File: src/rtl/uart_pkg.sv
// Shared UART definitions: transmitter/receiver FSM states, parity mode encodings
// and the idle line level.
package uart_pkg;

    typedef enum logic [2:0] {
        IDLE   = 3'd0,
        START  = 3'd1,
        DATA   = 3'd2,
        PARITY = 3'd3,
        STOP   = 3'd4
    } uart_state_e;

    localparam int CHECK_NONE = 0;
    localparam int CHECK_ODD  = 1;
    localparam int CHECK_EVEN = 2;

    localparam logic IDLE_LEVEL = 1'b1;

    // Modes other than odd/even carry no parity bit on the line.
    function automatic logic has_parity(input int check);
        return (check == CHECK_ODD) || (check == CHECK_EVEN);
    endfunction

endpackage

File: src/rtl/uart_parity_calc.sv
// Combinational parity generator shared by the UART transmitter and receiver.
// Even mode returns the XOR-reduce of the data, odd mode its inverse, none returns 0.
module uart_parity_calc
    import uart_pkg::*;
#(
    parameter int DATA_WIDTH = 8,
    parameter int CHECK      = CHECK_NONE
) (
    input  logic [DATA_WIDTH-1:0] i_data,
    output logic                  o_parity
);

    logic xor_red;

    assign xor_red = ^i_data;

    always_comb begin
        o_parity = 1'b0;
        if (CHECK == CHECK_EVEN) begin
            o_parity = xor_red;
        end else if (CHECK == CHECK_ODD) begin
            o_parity = ~xor_red;
        end
    end

endmodule

File: src/rtl/uart_tx.sv
// UART transmitter: one bit per i_clk cycle, start / data LSB-first / optional parity / stop.
// Every output is registered from the next-state decode so the line never glitches.
//
// Handshake: a byte is accepted on a rising edge of i_clk where i_user_tx_valid and
// o_user_tx_ready are both high; the source must hold i_user_tx_data stable while
// valid is high and ready is low, and the byte is captured exactly once at acceptance.
module uart_tx
    import uart_pkg::*;
#(
    parameter int UART_DATA_WIDTH = 8,
    parameter int UART_STOP_WIDTH = 1,
    parameter int UART_CHECK      = CHECK_NONE
) (
    input  logic                       i_clk,
    input  logic                       i_rst_n,
    input  logic [UART_DATA_WIDTH-1:0] i_user_tx_data,
    input  logic                       i_user_tx_valid,
    output logic                       o_user_tx_ready,
    output logic                       o_uart_tx,
    output logic                       o_user_tx_busy,
    output uart_state_e                o_dbg_state
);

    localparam logic       USE_PARITY = has_parity(UART_CHECK);
    localparam logic [3:0] LAST_BIT   = 4'(UART_DATA_WIDTH - 1);
    localparam logic [1:0] LAST_STOP  = 2'(UART_STOP_WIDTH - 1);

    uart_state_e                state_q, state_d;
    logic [3:0]                 bit_cnt_q, bit_cnt_d;
    logic [1:0]                 stop_cnt_q, stop_cnt_d;
    logic [UART_DATA_WIDTH-1:0] shift_q, shift_d;
    logic                       parity_q, parity_d;
    logic                       tx_q, tx_d;
    logic                       ready_q, ready_d;
    logic                       busy_q, busy_d;
    logic                       accept;
    logic                       load;
    logic                       parity_in;

    // Parity is taken from the input byte so it reflects exactly what was accepted.
    uart_parity_calc #(
        .DATA_WIDTH (UART_DATA_WIDTH),
        .CHECK      (UART_CHECK)
    ) u_parity (
        .i_data   (i_user_tx_data),
        .o_parity (parity_in)
    );

    assign accept = i_user_tx_valid && ready_q;

    always_ff @(posedge i_clk or negedge i_rst_n) begin
        if (!i_rst_n) begin
            state_q    <= IDLE;
            bit_cnt_q  <= '0;
            stop_cnt_q <= '0;
            shift_q    <= '0;
            parity_q   <= 1'b0;
            tx_q       <= IDLE_LEVEL;
            ready_q    <= 1'b1;
            busy_q     <= 1'b0;
        end else begin
            state_q    <= state_d;
            bit_cnt_q  <= bit_cnt_d;
            stop_cnt_q <= stop_cnt_d;
            shift_q    <= shift_d;
            parity_q   <= parity_d;
            tx_q       <= tx_d;
            ready_q    <= ready_d;
            busy_q     <= busy_d;
        end
    end

    always_comb begin
        state_d    = state_q;
        bit_cnt_d  = bit_cnt_q;
        stop_cnt_d = stop_cnt_q;
        shift_d    = shift_q;
        parity_d   = parity_q;
        load       = 1'b0;

        case (state_q)
            IDLE: begin
                if (accept) begin
                    state_d = START;
                    load    = 1'b1;
                end
            end
            START: begin
                state_d   = DATA;
                bit_cnt_d = '0;
            end
            DATA: begin
                shift_d = shift_q >> 1;
                if (bit_cnt_q == LAST_BIT) begin
                    state_d    = USE_PARITY ? PARITY : STOP;
                    stop_cnt_d = '0;
                end else begin
                    bit_cnt_d = bit_cnt_q + 4'd1;
                end
            end
            PARITY: begin
                state_d    = STOP;
                stop_cnt_d = '0;
            end
            STOP: begin
                if (stop_cnt_q == LAST_STOP) begin
                    // Accepting here lets the next start bit follow the stop bit with no gap.
                    if (accept) begin
                        state_d = START;
                        load    = 1'b1;
                    end else begin
                        state_d = IDLE;
                    end
                end else begin
                    stop_cnt_d = stop_cnt_q + 2'd1;
                end
            end
            default: begin
                state_d = IDLE;
            end
        endcase

        if (load) begin
            shift_d    = i_user_tx_data;
            parity_d   = parity_in;
            bit_cnt_d  = '0;
            stop_cnt_d = '0;
        end
    end

    // Output registers are loaded from the next state, so they line up with state_q.
    always_comb begin
        tx_d    = IDLE_LEVEL;
        ready_d = 1'b0;
        busy_d  = 1'b1;
        case (state_d)
            IDLE: begin
                ready_d = 1'b1;
                busy_d  = 1'b0;
            end
            START:   tx_d = 1'b0;
            DATA:    tx_d = shift_d[0];
            PARITY:  tx_d = parity_d;
            STOP:    ready_d = (stop_cnt_d == LAST_STOP);
            default: begin
                ready_d = 1'b1;
                busy_d  = 1'b0;
            end
        endcase
    end

    assign o_uart_tx       = tx_q;
    assign o_user_tx_ready = ready_q;
    assign o_user_tx_busy  = busy_q;
    assign o_dbg_state     = state_q;

endmodule
File: config.mk
export PLATFORM = sky130hd
export DESIGN_NAME = uart_tx
export DESIGN_NICKNAME = d
export VERILOG_FILES = /design/src/rtl/uart_pkg.sv /design/src/rtl/uart_parity_calc.sv /design/src/rtl/uart_tx.sv
export SDC_FILE = /design/constraint.sdc
export NUM_CORES = 1
export LEC_CHECK = 0
export BUFFER_PORTS_ARGS = -buffer_cell sky130_fd_sc_hd__clkbuf_2
export CORE_ASPECT_RATIO = 1.1
export CORE_MARGIN = 4
export CORE_UTILIZATION = 54
export CTS_BUF_LIST = sky130_fd_sc_hd__clkbuf_16
export CTS_CLUSTER_SIZE = 24
export DETAILED_ROUTE_END_ITERATION = 6
export MAX_ROUTING_LAYER = met4
export PLACE_DENSITY_LB_ADDON = 0.2
export REMOVE_ABC_BUFFERS = 1
export SLEW_MARGIN = 0
export SYNTH_ARGS = -nofsm -noshare
export SYNTH_HDL_FRONTEND = slang
export SYNTH_HIERARCHICAL = 1
export SYNTH_SLANG_ARGS = --single-unit
File: constraint.sdc
create_clock -name i_clk -period 2.1 [get_ports i_clk]
set_input_delay 0.21 -clock i_clk [delete_from_list [all_inputs] [get_ports i_clk]]
set_output_delay 0.21 -clock i_clk [all_outputs]
set_load 0.02 [all_outputs]
==> impl_metrics.toml <==
[status]
outcome = "completed"

[synthesis]
synth_edf_count = 0
seq_area_frac_synth_pct = 48.7
synth.avg_cell_area_um2 = 11.2
synthArstFlopShare_pct = 100
syn_inst = 92
ys_types = 37
ys.flop_type = "dfrtp_1"
yosys_register_bits = 20
syn-cell-area_mm2 = 0.00103
synth_warnings = 6

[setup_path]
crit_end = "shift_q[0]$_DFF_PN0_"
cp_num_buf_inv = 1
cp.depth = 6
startpoint_type = "register"
worstPathCellList = "inv_1 > ha_1 > and2b_1 > nor3_4 > nor2_2 > a221o_1"
critPathSlowestCell = "dfrtp_1"
endpoint_kind = "register"
rrSetupSlack_ns = 0.29
critical-path-top-delay-family = "simple AND/OR/NAND/NOR gates"
crit_path_start = "stop_cnt_q[1]$_DFF_PN0_"
critPathRequiredTime_ns = 2.23
rr_startpoint = "stop_cnt_q[1]$_DFF_PN0_"
crit_fanout = 7
crit_type = "register to register"
reg2reg_to = "shift_q[0]$_DFF_PN0_"
rr_worst_depth = 6
cp_data_arrival_time_ns = 1.94
critPathMaxStageDelay_ns = 0.38

[hold_path]
hold_depth = 3
hold_path.class = "input port to register"

[clock_tree]
clockBufferDepth = 2
worstSkewPairLatency_ns = 0.25
cts.sinks = 20
cts_max_level = 1
numCtsBuffers = 3
ctsResizeCount = 0
cts-root-buf = "clkbuf_16"
clk_pin_slew_ns = 0.05
cts_tree = "built"

[pwr]
ir_drop_v = 0.000773
powerDensity_mw_per_mm2 = 1760
p_leak_nw = 0.638

[sta]
fin_crit_ns = 1.81
fmax_mhz = 553
finalCritPeriodShare_pct = 86.1
hold_ws_ns = 0.173
worst_pin_slew_ns = 0.475
final-setup-viol-count = 0
slew_violations = 0
finalHoldViolCount = 0
rsz0062_at_grt = "false"
clock_skew_ns = 0.000582
slew_headroom_pct = 68.3
setup_tns_ns = 0

[global_route]
grt_max_degree = 21
antenna_found_initial = 0
grt_pass1_wl_mm = 3.40
grt_pass1_vias = 728
gr-total-overflow = 0
grt.total_usage_pct = 17.6

[floorplan]
die_x_um = 49.7
io_pins = 17
placementRows = 16
fp.dieH_um = 53.9
initial_utilization_pct = 57.3
dieArea_mm2 = 0.00268
fp.coreArea_mm2 = 0.00180

[placement]
dp_cells = 124
io_buffers = 16
hpwl_mm = 1.25
gp_congestion = 0.758

[detailed_routing]
first_pass_iters = 4
routed-via-count = 762
ant_nets = 0
drt-total-wl_mm = 1.88
drt_iter0_drc = 28
avgRoutedWirePerCell_um = 14.6
drc = 0
via_per_inst = 5.91

[cells_and_area]
final_common_cell = "dfrtp_1"
fin_cells = 129
synthToLayoutAreaGrowth_pct = 19.2
diodes = 0
nets = 126
mostFrequentLayoutCells = "dfrtp_1 (18), clkbuf_2 (16), a21o_1 (9)"
drive_gt1_share_pct = 27.9
nFillCells = 134

[run]
cap_viol_max_count = 0
[what timing repair did]
action,in CTS,in global routing
setup buffers,0,0
hold endpoints to repair,18,0
hold buffers,1,0
[through the flow]
stage               instance area [µm²]  worst slack (ns)  total power, mW  util, %
floorplan                          1000             0.267             1.41        -
global placement                   1110             0.410             1.62     61.9
detailed placement                 1110             0.341             1.63     61.9
CTS                                1230             0.278             2.17     68.3
global route                       1230             0.176             2.33     68.3
finish                             1230             0.291             2.16     68.3
[cell families (layout without fill, tap and decap cells)]
family                     Yosys count  after routing  share of synthesized area, %
muxes                                1              1                          1.09
DFF                                 20             20                          48.7
adders and majority gates            3              3                          3.64
buffers and inverters                5             24                          3.39
AOI/OAI and AO/OA                   31             31                          21.9
and+or+nand+nor                     32             32                          21.2
[state kept, by name, indices dropped and copies added (netlist names)]
signal           count
shift_q              8
bit_cnt_q            4
o_dbg_state          3
stop_cnt_q           2
o_uart_tx            1
o_user_tx_busy       1
o_user_tx_ready      1
[per-layer routing]
layer  share of wire (%)  track usage (%)  vias to the layer above
met4                 2.0             8.29                        0
met2                  47             29.1                       20
met1                  46             21.7                      357
li1                    -                -                      380
met5                   0                -                        -
met3                 4.7             2.49                        5
[synthesized netlist by cell type (2+ instances only)]
| library cell | n | area [µm²] |
|---|---|---|
| dfstp_2 | 2 | 52.6 |
| or3_1 | 2 | 12.5 |
| ha_1 | 3 | 37.5 |
| nand3b_1 | 2 | 15.0 |
| nand2_1 | 5 | 18.8 |
| nand2b_1 | 3 | 18.8 |
| nor3_1 | 2 | 10.0 |
| inv_1 | 2 | 7.51 |
| nor2_1 | 4 | 15.0 |
| a21oi_1 | 5 | 25.0 |
| a22o_1 | 7 | 61.3 |
| dfrtp_1 | 18 | 450 |
| o21ai_1 | 3 | 15.0 |
| buf_6 | 2 | 22.5 |
| a21o_1 | 9 | 67.6 |
| nand3_1 | 2 | 10.0 |
[final cells by class]
type	instances	area (µm²)	share of cell area [%]
clock buffers	3	75.1	6.10
clock inverters	1	30.0	2.44
inverters	2	7.51	0.610
multi-input cells	67	494	40.2
flip-flops and latches	20	503	40.9
well taps	18	22.5	1.83
repair buffers	18	97.6	7.93
[power by group]
part | switching (mW) | internal [mW] | total, mW
logic | 0.486 | 0.433 | 0.919
clock network | 0.136 | 0.378 | 0.514
registers | 0.155 | 0.572 | 0.727
[how the worst min path moves through the flow]
stage	start	end	slack (ns)
final	i_user_tx_data[7]	shift_q[7]$_DFFE_PN0P_	0.17
after global placement	i_rst_n	o_dbg_state[2]$_DFF_PN0_	0.19
after detailed placement	i_rst_n	o_dbg_state[2]$_DFF_PN0_	0.19
after global routing	i_user_tx_data[7]	shift_q[7]$_DFFE_PN0P_	0.19
after CTS	i_user_tx_data[7]	shift_q[7]$_DFFE_PN0P_	0.17
after floorplan	i_rst_n	bit_cnt_q[0]$_DFFE_PN0P_	-0.09
[worst reg2reg max path, stage by stage, from the launching register on]
cell and delay [ns]:
dfrtp_1 0.38, inv_1 0.10, ha_1 0.18, and2b_1 0.23
nor3_4 0.32, nor2_2 0.15, a221o_1 0.33
Note: power is estimated with default switching activity, not from simulation.
